==> config.mk <==
export PLATFORM = sky130hd
export DESIGN_NAME = exwb_stage_flat
export DESIGN_NICKNAME = d
export VERILOG_FILES = /design/src/rtl/exwb_stage_if.sv /design/src/rtl/exwb_stage.sv /design/src/flat_wrapper.sv
export SDC_FILE = /design/constraint.sdc
export NUM_CORES = 1
export LEC_CHECK = 0
export CAP_MARGIN = 20
export CORE_MARGIN = 3
export CORE_UTILIZATION = 49
export CTS_BUF_LIST = sky130_fd_sc_hd__clkbuf_8
export CTS_CLUSTER_DIAMETER = 200
export CTS_CLUSTER_SIZE = 40
export DETAILED_ROUTE_END_ITERATION = 8
export PLACE_DENSITY = 0.89
export SYNTH_ARGS = -nofsm -noshare
export SYNTH_HDL_FRONTEND = slang
export SYNTH_SLANG_ARGS = --single-unit
==> constraint.sdc <==
create_clock -name clk -period 5.7 [get_ports clk]
set_clock_uncertainty 0.2 [all_clocks]
set_input_delay 1.14 -clock clk [delete_from_list [all_inputs] [get_ports clk]]
set_output_delay 1.14 -clock clk [all_outputs]
set_load 0.05 [all_outputs]
==> src/rtl/exwb_stage_if.sv <==
// -----------------------------------------------------------------------------
// exwb_stage_if
//   Data-memory request/acknowledge bus between the execute/writeback stage
//   and the data memory. The stage makes one request at a time and holds the
//   address, direction and write data stable until the memory acknowledges
//   or the stage gives up.
//
//   Signals
//     mem_req    stage -> mem   request, held until ack or timeout
//     mem_we     stage -> mem   1 store, 0 load (valid while mem_req)
//     mem_addr   stage -> mem   byte address
//     mem_wdata  stage -> mem   store data
//     mem_rdata  mem -> stage   load data, valid with mem_ack
//     mem_ack    mem -> stage   one-cycle completion
//
//   Modports
//     master  the execute/writeback stage
//     slave   the data memory
// -----------------------------------------------------------------------------
interface exwb_stage_if;
    logic       mem_req;
    logic       mem_we;
    logic [7:0] mem_addr;
    logic [7:0] mem_wdata;
    logic [7:0] mem_rdata;
    logic       mem_ack;

    modport master (
        output mem_req,
        output mem_we,
        output mem_addr,
        output mem_wdata,
        input  mem_rdata,
        input  mem_ack
    );

    modport slave (
        input  mem_req,
        input  mem_we,
        input  mem_addr,
        input  mem_wdata,
        output mem_rdata,
        output mem_ack
    );
endinterface

==> src/rtl/exwb_stage.sv <==
// -----------------------------------------------------------------------------
// exwb_stage
//   Execute-to-writeback stage sitting directly after the ALU. Accepts one
//   instruction at a time, resolves BEQ/BNE, performs loads and stores over
//   the data-memory bus (with a timeout), and issues one-cycle register-file
//   write pulses. This block is the only writer of the register file.
//
//   Parameters
//     RF_ADDR_W    register-file address width
//     ZERO_REG     1: writes to r0 are dropped (r0 hard-wired zero)
//     MEM_TIMEOUT  cycles mem_req may stay high without mem_ack (1..255)
//
//   Ports
//     clk, rst                 clock, synchronous active-high reset
//     in_valid / in_ready      instruction handshake (ready only in IDLE)
//     opcode, alu_result,      instruction fields and ALU outputs, captured
//     alu_compare, rd,         on acceptance
//     store_data, branch_target
//     mem_bus                  data-memory bus (exwb_stage_if.master)
//     rf_we/rf_waddr/rf_wdata  register-file write pulse and payload
//     br_taken/br_target       branch-taken pulse and target
//     mem_err                  one-cycle pulse when a memory access times out
//
//   Optional feature (macro EXWB_FWD_EN)
//     Adds fwd_valid/fwd_addr/fwd_data: a registered copy of the most recent
//     register-file write, available from the cycle after rf_we, for operand
//     forwarding. With the macro undefined the ports and logic are absent.
//
//   Opcodes
//     0000-0110  ALU op, write alu_result to rd
//     0111       BEQ
//     1000       BNE
//     1001       load  rd <- mem[alu_result]
//     1010       store mem[alu_result] <- store_data
//     others     NOP (one WB cycle, no side effects)
//
//   State | meaning
//   ------+------------------------------------------------------------
//   IDLE  | ready for a new instruction
//   MEM_W | memory request outstanding, waiting for ack or timeout
//   WB    | one-cycle writeback / branch-resolve slot, not ready
// -----------------------------------------------------------------------------
module exwb_stage #(
    parameter int RF_ADDR_W   = 3,
    parameter int ZERO_REG    = 1,
    parameter int MEM_TIMEOUT = 15
) (
    input  logic                 clk,
    input  logic                 rst,

    input  logic                 in_valid,
    output logic                 in_ready,
    input  logic [3:0]           opcode,
    input  logic [7:0]           alu_result,
    input  logic                 alu_compare,
    input  logic [RF_ADDR_W-1:0] rd,
    input  logic [7:0]           store_data,
    input  logic [7:0]           branch_target,

    exwb_stage_if.master         mem_bus,

    output logic                 rf_we,
    output logic [RF_ADDR_W-1:0] rf_waddr,
    output logic [7:0]           rf_wdata,
    output logic                 br_taken,
    output logic [7:0]           br_target,
    output logic                 mem_err
`ifdef EXWB_FWD_EN
    ,
    output logic                 fwd_valid,
    output logic [RF_ADDR_W-1:0] fwd_addr,
    output logic [7:0]           fwd_data
`endif
);

    localparam logic [1:0] ST_IDLE     = 2'd0;
    localparam logic [1:0] ST_MEM_WAIT = 2'd1;
    localparam logic [1:0] ST_WB       = 2'd2;

    localparam logic [3:0] OP_ALU_LAST = 4'b0110;
    localparam logic [3:0] OP_BEQ      = 4'b0111;
    localparam logic [3:0] OP_BNE      = 4'b1000;
    localparam logic [3:0] OP_LOAD     = 4'b1001;
    localparam logic [3:0] OP_STORE    = 4'b1010;

    // Last cycle index of a request: the counter starts at 0 in the first
    // request cycle, so reaching MEM_TIMEOUT-1 without ack means mem_req has
    // been high for exactly MEM_TIMEOUT cycles.
    localparam logic [7:0] TMO_LAST = 8'(MEM_TIMEOUT - 1);

    logic [1:0]           state;
    logic [7:0]           tmo_cnt;
    logic [RF_ADDR_W-1:0] rd_q;

    // A suppressed r0 write keeps the normal WB timing; only the pulse and
    // the write payload update are skipped.
    function automatic logic wr_blocked(input logic [RF_ADDR_W-1:0] addr);
        return (ZERO_REG != 0) && (addr == '0);
    endfunction

    assign in_ready = (state == ST_IDLE);

    always_ff @(posedge clk) begin
        if (rst) begin
            state             <= ST_IDLE;
            tmo_cnt           <= '0;
            rd_q              <= '0;
            rf_we             <= 1'b0;
            rf_waddr          <= '0;
            rf_wdata          <= '0;
            br_taken          <= 1'b0;
            br_target         <= '0;
            mem_err           <= 1'b0;
            mem_bus.mem_req   <= 1'b0;
            mem_bus.mem_we    <= 1'b0;
            mem_bus.mem_addr  <= '0;
            mem_bus.mem_wdata <= '0;
        end else begin
            // Pulse outputs default low; data outputs hold.
            rf_we    <= 1'b0;
            br_taken <= 1'b0;
            mem_err  <= 1'b0;

            case (state)
                ST_IDLE: begin
                    if (in_valid) begin
                        rd_q <= rd;
                        if (opcode <= OP_ALU_LAST) begin
                            state <= ST_WB;
                            if (!wr_blocked(rd)) begin
                                rf_we    <= 1'b1;
                                rf_waddr <= rd;
                                rf_wdata <= alu_result;
                            end
                        end else if (opcode == OP_BEQ || opcode == OP_BNE) begin
                            // ALU already evaluated the condition for the
                            // specific branch kind; alu_compare is the outcome.
                            state    <= ST_WB;
                            br_taken <= alu_compare;
                            if (alu_compare) begin
                                br_target <= branch_target;
                            end
                        end else if (opcode == OP_LOAD) begin
                            state            <= ST_MEM_WAIT;
                            tmo_cnt          <= '0;
                            mem_bus.mem_req  <= 1'b1;
                            mem_bus.mem_we   <= 1'b0;
                            mem_bus.mem_addr <= alu_result;
                        end else if (opcode == OP_STORE) begin
                            state             <= ST_MEM_WAIT;
                            tmo_cnt           <= '0;
                            mem_bus.mem_req   <= 1'b1;
                            mem_bus.mem_we    <= 1'b1;
                            mem_bus.mem_addr  <= alu_result;
                            mem_bus.mem_wdata <= store_data;
                        end else begin
                            state <= ST_WB;
                        end
                    end
                end

                ST_MEM_WAIT: begin
                    // Ack is checked first so an ack on the timeout cycle
                    // completes the access normally.
                    if (mem_bus.mem_ack) begin
                        mem_bus.mem_req <= 1'b0;
                        if (!mem_bus.mem_we) begin
                            state <= ST_WB;
                            if (!wr_blocked(rd_q)) begin
                                rf_we    <= 1'b1;
                                rf_waddr <= rd_q;
                                rf_wdata <= mem_bus.mem_rdata;
                            end
                        end else begin
                            state <= ST_IDLE;
                        end
                    end else if (tmo_cnt == TMO_LAST) begin
                        mem_bus.mem_req <= 1'b0;
                        mem_err         <= 1'b1;
                        state           <= ST_IDLE;
                    end else begin
                        tmo_cnt <= tmo_cnt + 8'd1;
                    end
                end

                ST_WB: begin
                    state <= ST_IDLE;
                end

                default: begin
                    state <= ST_IDLE;
                end
            endcase
        end
    end

`ifdef EXWB_FWD_EN
    // Mirrors the write that was just presented to the register file, so the
    // copy becomes visible the cycle after rf_we and stays until overwritten.
    always_ff @(posedge clk) begin
        if (rst) begin
            fwd_valid <= 1'b0;
            fwd_addr  <= '0;
            fwd_data  <= '0;
        end else if (rf_we) begin
            fwd_valid <= 1'b1;
            fwd_addr  <= rf_waddr;
            fwd_data  <= rf_wdata;
        end
    end
`endif

endmodule

==> src/flat_wrapper.sv <==
// flat-port wrapper written by rule: the top's interface ports become plain ports
module exwb_stage_flat 
#(
    parameter int RF_ADDR_W   = 3,
    parameter int ZERO_REG    = 1,
    parameter int MEM_TIMEOUT = 15
)
  (clk, rst, in_valid, in_ready, opcode, alu_result, alu_compare, rd, store_data, branch_target, rf_we, rf_waddr, rf_wdata, br_taken, br_target, mem_err, mem_bus_mem_req, mem_bus_mem_we, mem_bus_mem_addr, mem_bus_mem_wdata, mem_bus_mem_rdata, mem_bus_mem_ack);
  exwb_stage_if mem_bus_i ();
  input  logic clk;
  input  logic rst;
  input  logic in_valid;
  output logic in_ready;
  input  logic [3:0] opcode;
  input  logic [7:0] alu_result;
  input  logic alu_compare;
  input  logic [RF_ADDR_W-1:0] rd;
  input  logic [7:0] store_data;
  input  logic [7:0] branch_target;
  output logic rf_we;
  output logic [RF_ADDR_W-1:0] rf_waddr;
  output logic [7:0] rf_wdata;
  output logic br_taken;
  output logic [7:0] br_target;
  output logic mem_err;
  output wire logic [$bits(mem_bus_i.mem_req)-1:0] mem_bus_mem_req;
  output wire logic [$bits(mem_bus_i.mem_we)-1:0] mem_bus_mem_we;
  output wire logic [$bits(mem_bus_i.mem_addr)-1:0] mem_bus_mem_addr;
  output wire logic [$bits(mem_bus_i.mem_wdata)-1:0] mem_bus_mem_wdata;
  input wire logic [$bits(mem_bus_i.mem_rdata)-1:0] mem_bus_mem_rdata;
  input wire logic [$bits(mem_bus_i.mem_ack)-1:0] mem_bus_mem_ack;
  assign mem_bus_mem_req = mem_bus_i.mem_req;
  assign mem_bus_mem_we = mem_bus_i.mem_we;
  assign mem_bus_mem_addr = mem_bus_i.mem_addr;
  assign mem_bus_mem_wdata = mem_bus_i.mem_wdata;
  assign mem_bus_i.mem_rdata = mem_bus_mem_rdata;
  assign mem_bus_i.mem_ack = mem_bus_mem_ack;
  exwb_stage #(.RF_ADDR_W(RF_ADDR_W), .ZERO_REG(ZERO_REG), .MEM_TIMEOUT(MEM_TIMEOUT)) u_core (.clk(clk), .rst(rst), .in_valid(in_valid), .in_ready(in_ready), .opcode(opcode), .alu_result(alu_result), .alu_compare(alu_compare), .rd(rd), .store_data(store_data), .branch_target(branch_target), .mem_bus(mem_bus_i), .rf_we(rf_we), .rf_waddr(rf_waddr), .rf_wdata(rf_wdata), .br_taken(br_taken), .br_target(br_target), .mem_err(mem_err));
endmodule
==> key figures, run 1 <==
Synthesis
  • Most frequent cell after synthesis: dfxtp_1
  • Main combinational cell family by area after synthesis: multiplexers
  • Mux cell area share after synthesis: between 10% and 20%
  • Mean Syn Cell Area: just under 10 µm²
  • Synth top cells by count: dfxtp_1, mux2i_1, nor2_1, a21oi_1, a211oi_1
  • Top FF cell, synth: dfxtp_1
  • Syn nets: 280
  • Post-synth EDFFs: 0
  • Flops & latches, synth: 53
  • Synth top area cells: dfxtp_1, mux2i_1, nor2_1
  • Synth warn: 0
  • Synth Cell Area: 2290 µm²
  • Post-Synth XOR/XNOR Area: 0.7650%
  • Register area share after synthesis: a little under half
  • Top-area cell type share of the netlist area: roughly 46%
  • Synth cell types: 39
  • Synth Area in Compound Gates: 14.70%
  • Synth Area in Simple Gates: between 10% and 20%
  • Cells after synthesis: 234
  • Adder-cell share of the synthesized area: about 1.1%
  • Asr flop ratio synth: 0%
  • Leading area contributor after synthesis: dfxtp_1

Routing
  • Antenna viol nets, final: 0
  • Vias per inst: 5.605
  • DR WL/cell: roughly 16 µm
  • Drt drc: 0
  • Routed vias: 2,046
  • WL final: 5726 µm
  • DR pass1 iterations: 5
  • Starting DRT DRC Count: around 130

CTS
  • Hold_buf cts: 0
  • CTS clk-pin slew, worst paths: roughly 0.10 ns
  • Worst-skew pair later-pin latency: ~0.32 ns
  • Clock Path Buffers: 2
  • Htree depth: 2
  • CTS root buf: clkbuf_8
  • CTS tree: built
  • CTS Sinks: 53
  • Cts repair resizes: 0
  • Post-CTS Setup Repair Bufs: 0
  • CTS buffer count: 5

Min path
  • Hold Path Class: reg2reg

Cells and area
  • Final Util: 72.78%
  • Storage element area: 1061 µm²
  • P&R area growth vs syn: 41.26%
  • Share of cells above drive strength 1: under 10%
  • Multi-input gate area: 1131 µm²
  • Ant diodes: 0
  • Fin nets: between 300 and 400
  • Layout fillers: 330

Critical path
  • WP data arrival: approximately 3.2 ns
  • Endpoint class of the critical path: register
  • Startpoint types: primary input
  • Worst EP required: about 5.7 ns
  • R2r setup slk: around 3.4 ns
  • Largest fanout on the critical path: 12
  • Crit path kind: in2reg

Timing
  • Fin Hold WS: around 0.28 ns
  • FMAX: between 300 and 400 MHz
  • Final setup viols: 0
  • Final Cycle Share: 55.53%
  • Final hold violations: 0
  • Final Max Tran Viols: 0
  • Worst-margin pin slew: 0.8882 ns
  • Unrepaired setup endpoints after global routing: no
  • Final TNS setup: 0 ns
  • Tmin final: roughly 3.2 ns
  • Slew HR: between 40% and 50%

Run status
  • Status: complete, no violations

Placed design
  • Port Buffer Count: 84
  • GPL Wtd Cong: approximately 0.86
  • Hpwl dp: approximately 4200 µm

Floorplanning
  • Die Ht: 74.36 µm
  • Cell row count: 24
  • Core area: roughly 4400 µm²
  • I/O Pins: 85
  • Initial Util: between 50 and 60%
  • Die area: roughly 5500 µm²
  • Die W: about 74 µm

Global routing
  • Total track usage: 21.40%
  • Initial antenna violation count: 0
  • Largest net degree at the start of global routing: slightly below 50
  • GR Layer Usage met2: around 34%
  • Vias in the first global route: around 1,900
  • M3 GR Usage: a little over 6%
  • Met1 Track Usage GR: about 27%
  • Grt ovf: 0
  • Most Crowded Layer GR: met2
  • Global-route wire length before repair: about 9000 µm

Run
  • # Max-Cap Violations: 0

Power and ir drop
  • Power Dens Cells: roughly 240 nW/µm²
  • VDD IR-drop max: between 0.15 and 0.2 mV
  • Leakage dissipation: between 1 and 1.5 nW
## layout make-up
| type | count | share of cell area [%] |
|---|---|---|
| Clock inverter | 3 | 0.6963 |
| Multi-Input combinational cell | 162 | 34.97 |
| Timing Repair Buffer | 88 | 27.16 |
| Clock buffer | 5 | 2.128 |
| Inverter | 2 | 0.2321 |
| Tap cell | 52 | 2.012 |
| Sequential cell | 53 | 32.80 |
## kinds of logic (layout without fill, tap and decap cells)
| kind of cell | count (synthesis) | count (layout) |
|---|---|---|
| and+or+nand+nor | 68 | 68 |
| buffers and inverters | 19 | 98 |
| DFF | 53 | 53 |
| adders and majority gates | 2 | 2 |
| AOI/OAI and AO/OA | 50 | 50 |
| xor gates and xnor gates | 2 | 2 |
| muxes | 40 | 40 |
## registers in the layout, summed over array words and instances, names as in the netlist, 2 cells and up
name / cells
u_core.rd_q: 3
u_core.rf_waddr: 3
u_core.mem_bus.mem_addr: 8
u_core.tmo_cnt: 8
u_core.state: 2
u_core.mem_bus.mem_wdata: 8
u_core.rf_wdata: 8
u_core.br_target: 8
## where the power goes
part	switching, mW	leakage, nW	total, mW	internal, mW
sequential	0.00959	0.430	0.394	0.384
clock	0.129	0.0364	0.215	0.0863
combinational	0.0918	0.841	0.162	0.0702
## cells in the final DEF (no fill, tap or decap), drive strengths merged, types with 3 or more instances in the layout
cell,synthesis,routed
a2111o,4,4
mux2i,40,40
nand2,8,8
clkdlybuf4s50,0,84
a211oi,13,13
clkinvlp,0,3
o21ai,5,5
nor3b,3,3
nand2b,4,4
a21oi,18,18
nand3,7,7
nor3,3,3
clkbuf,9,5
buf,8,4
dfxtp,53,53
nor2,29,29
## worst max-delay path: stages
cell and delay (ns):
clkdlybuf4s50_1 0.51, or3b_1 0.41, o21ai_1 0.45, and2_1 0.48, nor3b_1 0.22
## layer usage
layer | routed length (µm) | vias up | part of all wire (%)
met4 | 80 | 0 | 1.4
met1 | 2410 | 954 | 42
met3 | 398 | 7 | 7.0
li1 | - | 1008 | -
met5 | 0 | - | 0
met2 | 2837 | 77 | 50
## final timing paths
check / from / endpoint / cells past startpoint
min: u_core.tmo_cnt[7] / u_core.tmo_cnt[7] / 2
max: in_valid / u_core.rf_we / 5
min reg2reg: u_core.tmo_cnt[7] / u_core.tmo_cnt[7] / 2
max reg2reg: u_core.state[0] / u_core.rf_we / 4
## stage by stage
step                      cell area, µm²  worst slack [ns]  instances  total power, mW
final                               3234             2.535        365           0.7711
after floorplan                     2290             3.113        234           0.4958
after global routing                3234             2.355        365           0.8017
after CTS                           3212             2.151        363           0.7748
after global placement              3120             1.887        355           0.5604
after detailed placement            3120             1.834        355           0.5639
Note: power is estimated with default switching activity, not from simulation.
==> run 2: changes to the inputs <==
--- a/config.mk
+++ b/config.mk
@@ -7,12 +7,12 @@
 export LEC_CHECK = 0
 export CAP_MARGIN = 20
 export CORE_MARGIN = 3
-export CORE_UTILIZATION = 49
+export CORE_UTILIZATION = 46
 export CTS_BUF_LIST = sky130_fd_sc_hd__clkbuf_8
 export CTS_CLUSTER_DIAMETER = 200
 export CTS_CLUSTER_SIZE = 40
 export DETAILED_ROUTE_END_ITERATION = 8
-export PLACE_DENSITY = 0.89
+export PLACE_DENSITY = 0.85
 export SYNTH_ARGS = -nofsm -noshare
 export SYNTH_HDL_FRONTEND = slang
 export SYNTH_SLANG_ARGS = --single-unit
==> constraint.sdc (replaced) <==
create_clock -name clk -period 3.2 [get_ports clk]
set_clock_uncertainty 0.2 [all_clocks]
set_input_delay 0.64 -clock clk [delete_from_list [all_inputs] [get_ports clk]]
set_output_delay 0.64 -clock clk [all_outputs]
set_load 0.05 [all_outputs]
==> key figures, run 2 (synthesis gave the netlist of run 1 again) <==
Routing
  • Antenna viol nets, final: 0 (unchanged)
  • WL final: 5707 µm (was 5726 µm)
  • Drt drc: 0 (unchanged)
  • Vias per inst: 5.392 (was 5.605)
  • Routed vias: 2,065 (was 2,046)
  • Starting DRT DRC Count: 97 (was 127)
  • DR WL/cell: 14.90 µm (was 15.69 µm)
  • DR pass1 iterations: 4 (was 5)

Global routing
  • Global-route wire length before repair: 9625 µm (was 9004 µm)
  • M3 GR Usage: 5.556% (was 6.216%)
  • Vias in the first global route: 1,985 (was 1,921)
  • Initial antenna violation count: 0 (unchanged)
  • GR Layer Usage met2: 33.48% (was 34.15%)
  • Grt ovf: 0 (unchanged)
  • Largest net degree at the start of global routing: 27 (was 49)
  • Most Crowded Layer GR: met2 (unchanged)
  • Met1 Track Usage GR: 24.87% (was 27.09%)
  • Total track usage: 20.12% (was 21.40%)

Timing
  • Final Max Tran Viols: 0 (unchanged)
  • Unrepaired setup endpoints after global routing: no (unchanged)
  • Tmin final: 2.636 ns
  • Final Cycle Share: 82.38%
  • Fin Hold WS: 0.2895 ns (was 0.2771 ns)
  • Final TNS setup: 0 ns (unchanged)
  • Fin worst setup slack: 0.5638 ns (was 2.535 ns)
  • Worst-margin pin slew: 1.032 ns (was 0.8882 ns)
  • Final setup viols: 0 (unchanged)
  • FMAX: 379.3 MHz
  • Final hold violations: 0 (unchanged)
  • Slew HR: 30.91% (was 40.67%)

Critical path
  • WP data arrival: 1.80 ns (was 3.21 ns)
  • Largest fanout on the critical path: 8 (was 12)
  • Crit-path leading delay family: buffers and inverters (was simple AND/OR/NAND/NOR gates)
  • Crit path buf inv count: 1 (unchanged)
  • Crit path kind: reg2out (was in2reg)
  • Endpoint class of the critical path: primary output (was register)
  • Critical Path Max Stage Delay: 0.85 ns (was 0.51 ns)
  • Critical-path cell list: nor2_1 > clkdlybuf4s50_1 (was clkdlybuf4s50_1 > or3b_1 > o21ai_1 > and2_1 > nor3b_1)
  • CP max stage cell: clkdlybuf4s50_1 (unchanged)
  • Startpoint types: register (was primary input)
  • Worst EP required: 2.36 ns (was 5.74 ns)

CTS
  • CTS buffer count: 5 (unchanged)
  • Cts repair resizes: 0 (unchanged)
  • CTS Sinks: 53 (unchanged)
  • Worst-skew pair later-pin latency: 0.31 ns (was 0.32 ns)
  • Post-CTS Setup Repair Bufs: 0 (unchanged)
  • Hold_buf cts: 0 (unchanged)
  • CTS clk-pin slew, worst paths: 0.10 ns (about the same)
  • CTS root buf: clkbuf_8 (unchanged)
  • Clock Path Buffers: 2 (unchanged)
  • CTS tree: built (unchanged)
  • Htree depth: 2 (unchanged)

Floorplanning
  • Die area: 5860 µm² (was 5529 µm²)
  • Die Ht: 76.55 µm (was 74.36 µm)
  • Die W: 76.55 µm (was 74.36 µm)
  • Cell row count: 25 (was 24)
  • Core area: 4755 µm² (was 4444 µm²)
  • Initial Util: 48.16% (was 51.52%)
  • I/O Pins: 85 (unchanged)

Cells and area
  • Fin nets: 361 (was 358)
  • Layout Cell Area excl Fill: 3271 µm² (was 3234 µm²)
  • Layout fillers: 399 (was 330)
  • Layout Cells excl Fill: 383 (was 365)
  • Commonest non-fill, non-tap cells in the layout: clkdlybuf4s50_1, dfxtp_1, mux2i_1 (unchanged)
  • Multi-input gate area: 1131 µm² (unchanged)
  • Commonest non-fill, non-tap cell in the layout: clkdlybuf4s50_1 (unchanged)
  • Share of cells above drive strength 1: 5.063% (was 4.153%)
  • P&R area growth vs syn: 42.84% (was 41.26%)
  • Storage element area: 1061 µm² (unchanged)
  • Ant diodes: 0 (unchanged)
  • Final Util: 68.79% (was 72.78%)

Run status
  • Status: complete, no violations (unchanged)

Placed design
  • Placed cells: 375 (was 355)
  • GPL Wtd Cong: 0.8167 (was 0.8601)
  • Setup WS pre-CTS: 0.2764 ns (was 1.834 ns)
  • DP Area: 3177 µm² (was 3120 µm²)
  • Hpwl dp: 4214 µm (was 4248 µm)
  • Port Buffer Count: 84 (unchanged)

Power and ir drop
  • Sw frac: 30.29% (was 29.84%)
  • Power Dens Cells: 426.5 nW/µm² (was 238.4 nW/µm²)
  • Int Power: 0.9723 mW (was 0.5410 mW)
  • Flop pwr share: 50.3% (was 51.1%)
  • Clock Power Share: 28.7% (was 27.9%)
  • NetSw: 0.4226 mW (was 0.2301 mW)
  • VDD IR-drop max: 0.2871 mV (was 0.1679 mV)
  • Comb pwr share: 20.9% (was 21.0%)
  • Total power: 1.395 mW (was 0.7711 mW)
  • Leakage dissipation: 1.327 nW (was 1.307 nW)

Run
  • # Max-Cap Violations: 0 (unchanged)

Min path
  • Hold Path Class: reg2reg (unchanged)
-- run 2: final cells by class --
cell class	count	area share [%]
flip-flops and latches	53	32.44
multi-input cells	162	34.58
well taps	67	2.563
clock buffers	5	2.104
inverters	2	0.2295
clock inverters	3	0.7651
repair buffers	91	27.31
-- run 2: worst paths after layout --
kind	from	to	slack, ns	depth (start not counted)
worst min register to register	u_core.mem_bus.mem_req	u_core.mem_bus.mem_req	0.29	2
worst max-delay path	u_core.state[1]	in_ready	0.56	2
worst min-delay path	u_core.mem_bus.mem_req	u_core.mem_bus.mem_req	0.29	2
worst max register to register	u_core.tmo_cnt[4]	u_core.tmo_cnt[7]	1.05	4
-- run 2: worst register-to-register path, cell delays in order (launching register included) --
cell	delay (ns)
dfxtp_1	0.37
nor4_1	0.57
a311o_1	0.58
a211oi_1	0.18
mux2i_1	0.14
-- run 2: power groups by stage --
stage               combinational [mW]  sequential [mW]  clock, mW
floorplan                       0.0991            0.784          0
finish                           0.292            0.702      0.401
CTS                              0.293            0.702      0.409
global route                     0.311            0.706      0.439
detailed placement               0.292            0.717          0
global placement                 0.287            0.716          0
-- run 2: routing by layer --
metal	up-vias	routed length, µm	share of wire, %
met5	-	0	0
met2	76	2702	47
met4	0	93	1.6
met1	969	2513	44
li1	1009	-	-
met3	11	398	7.0
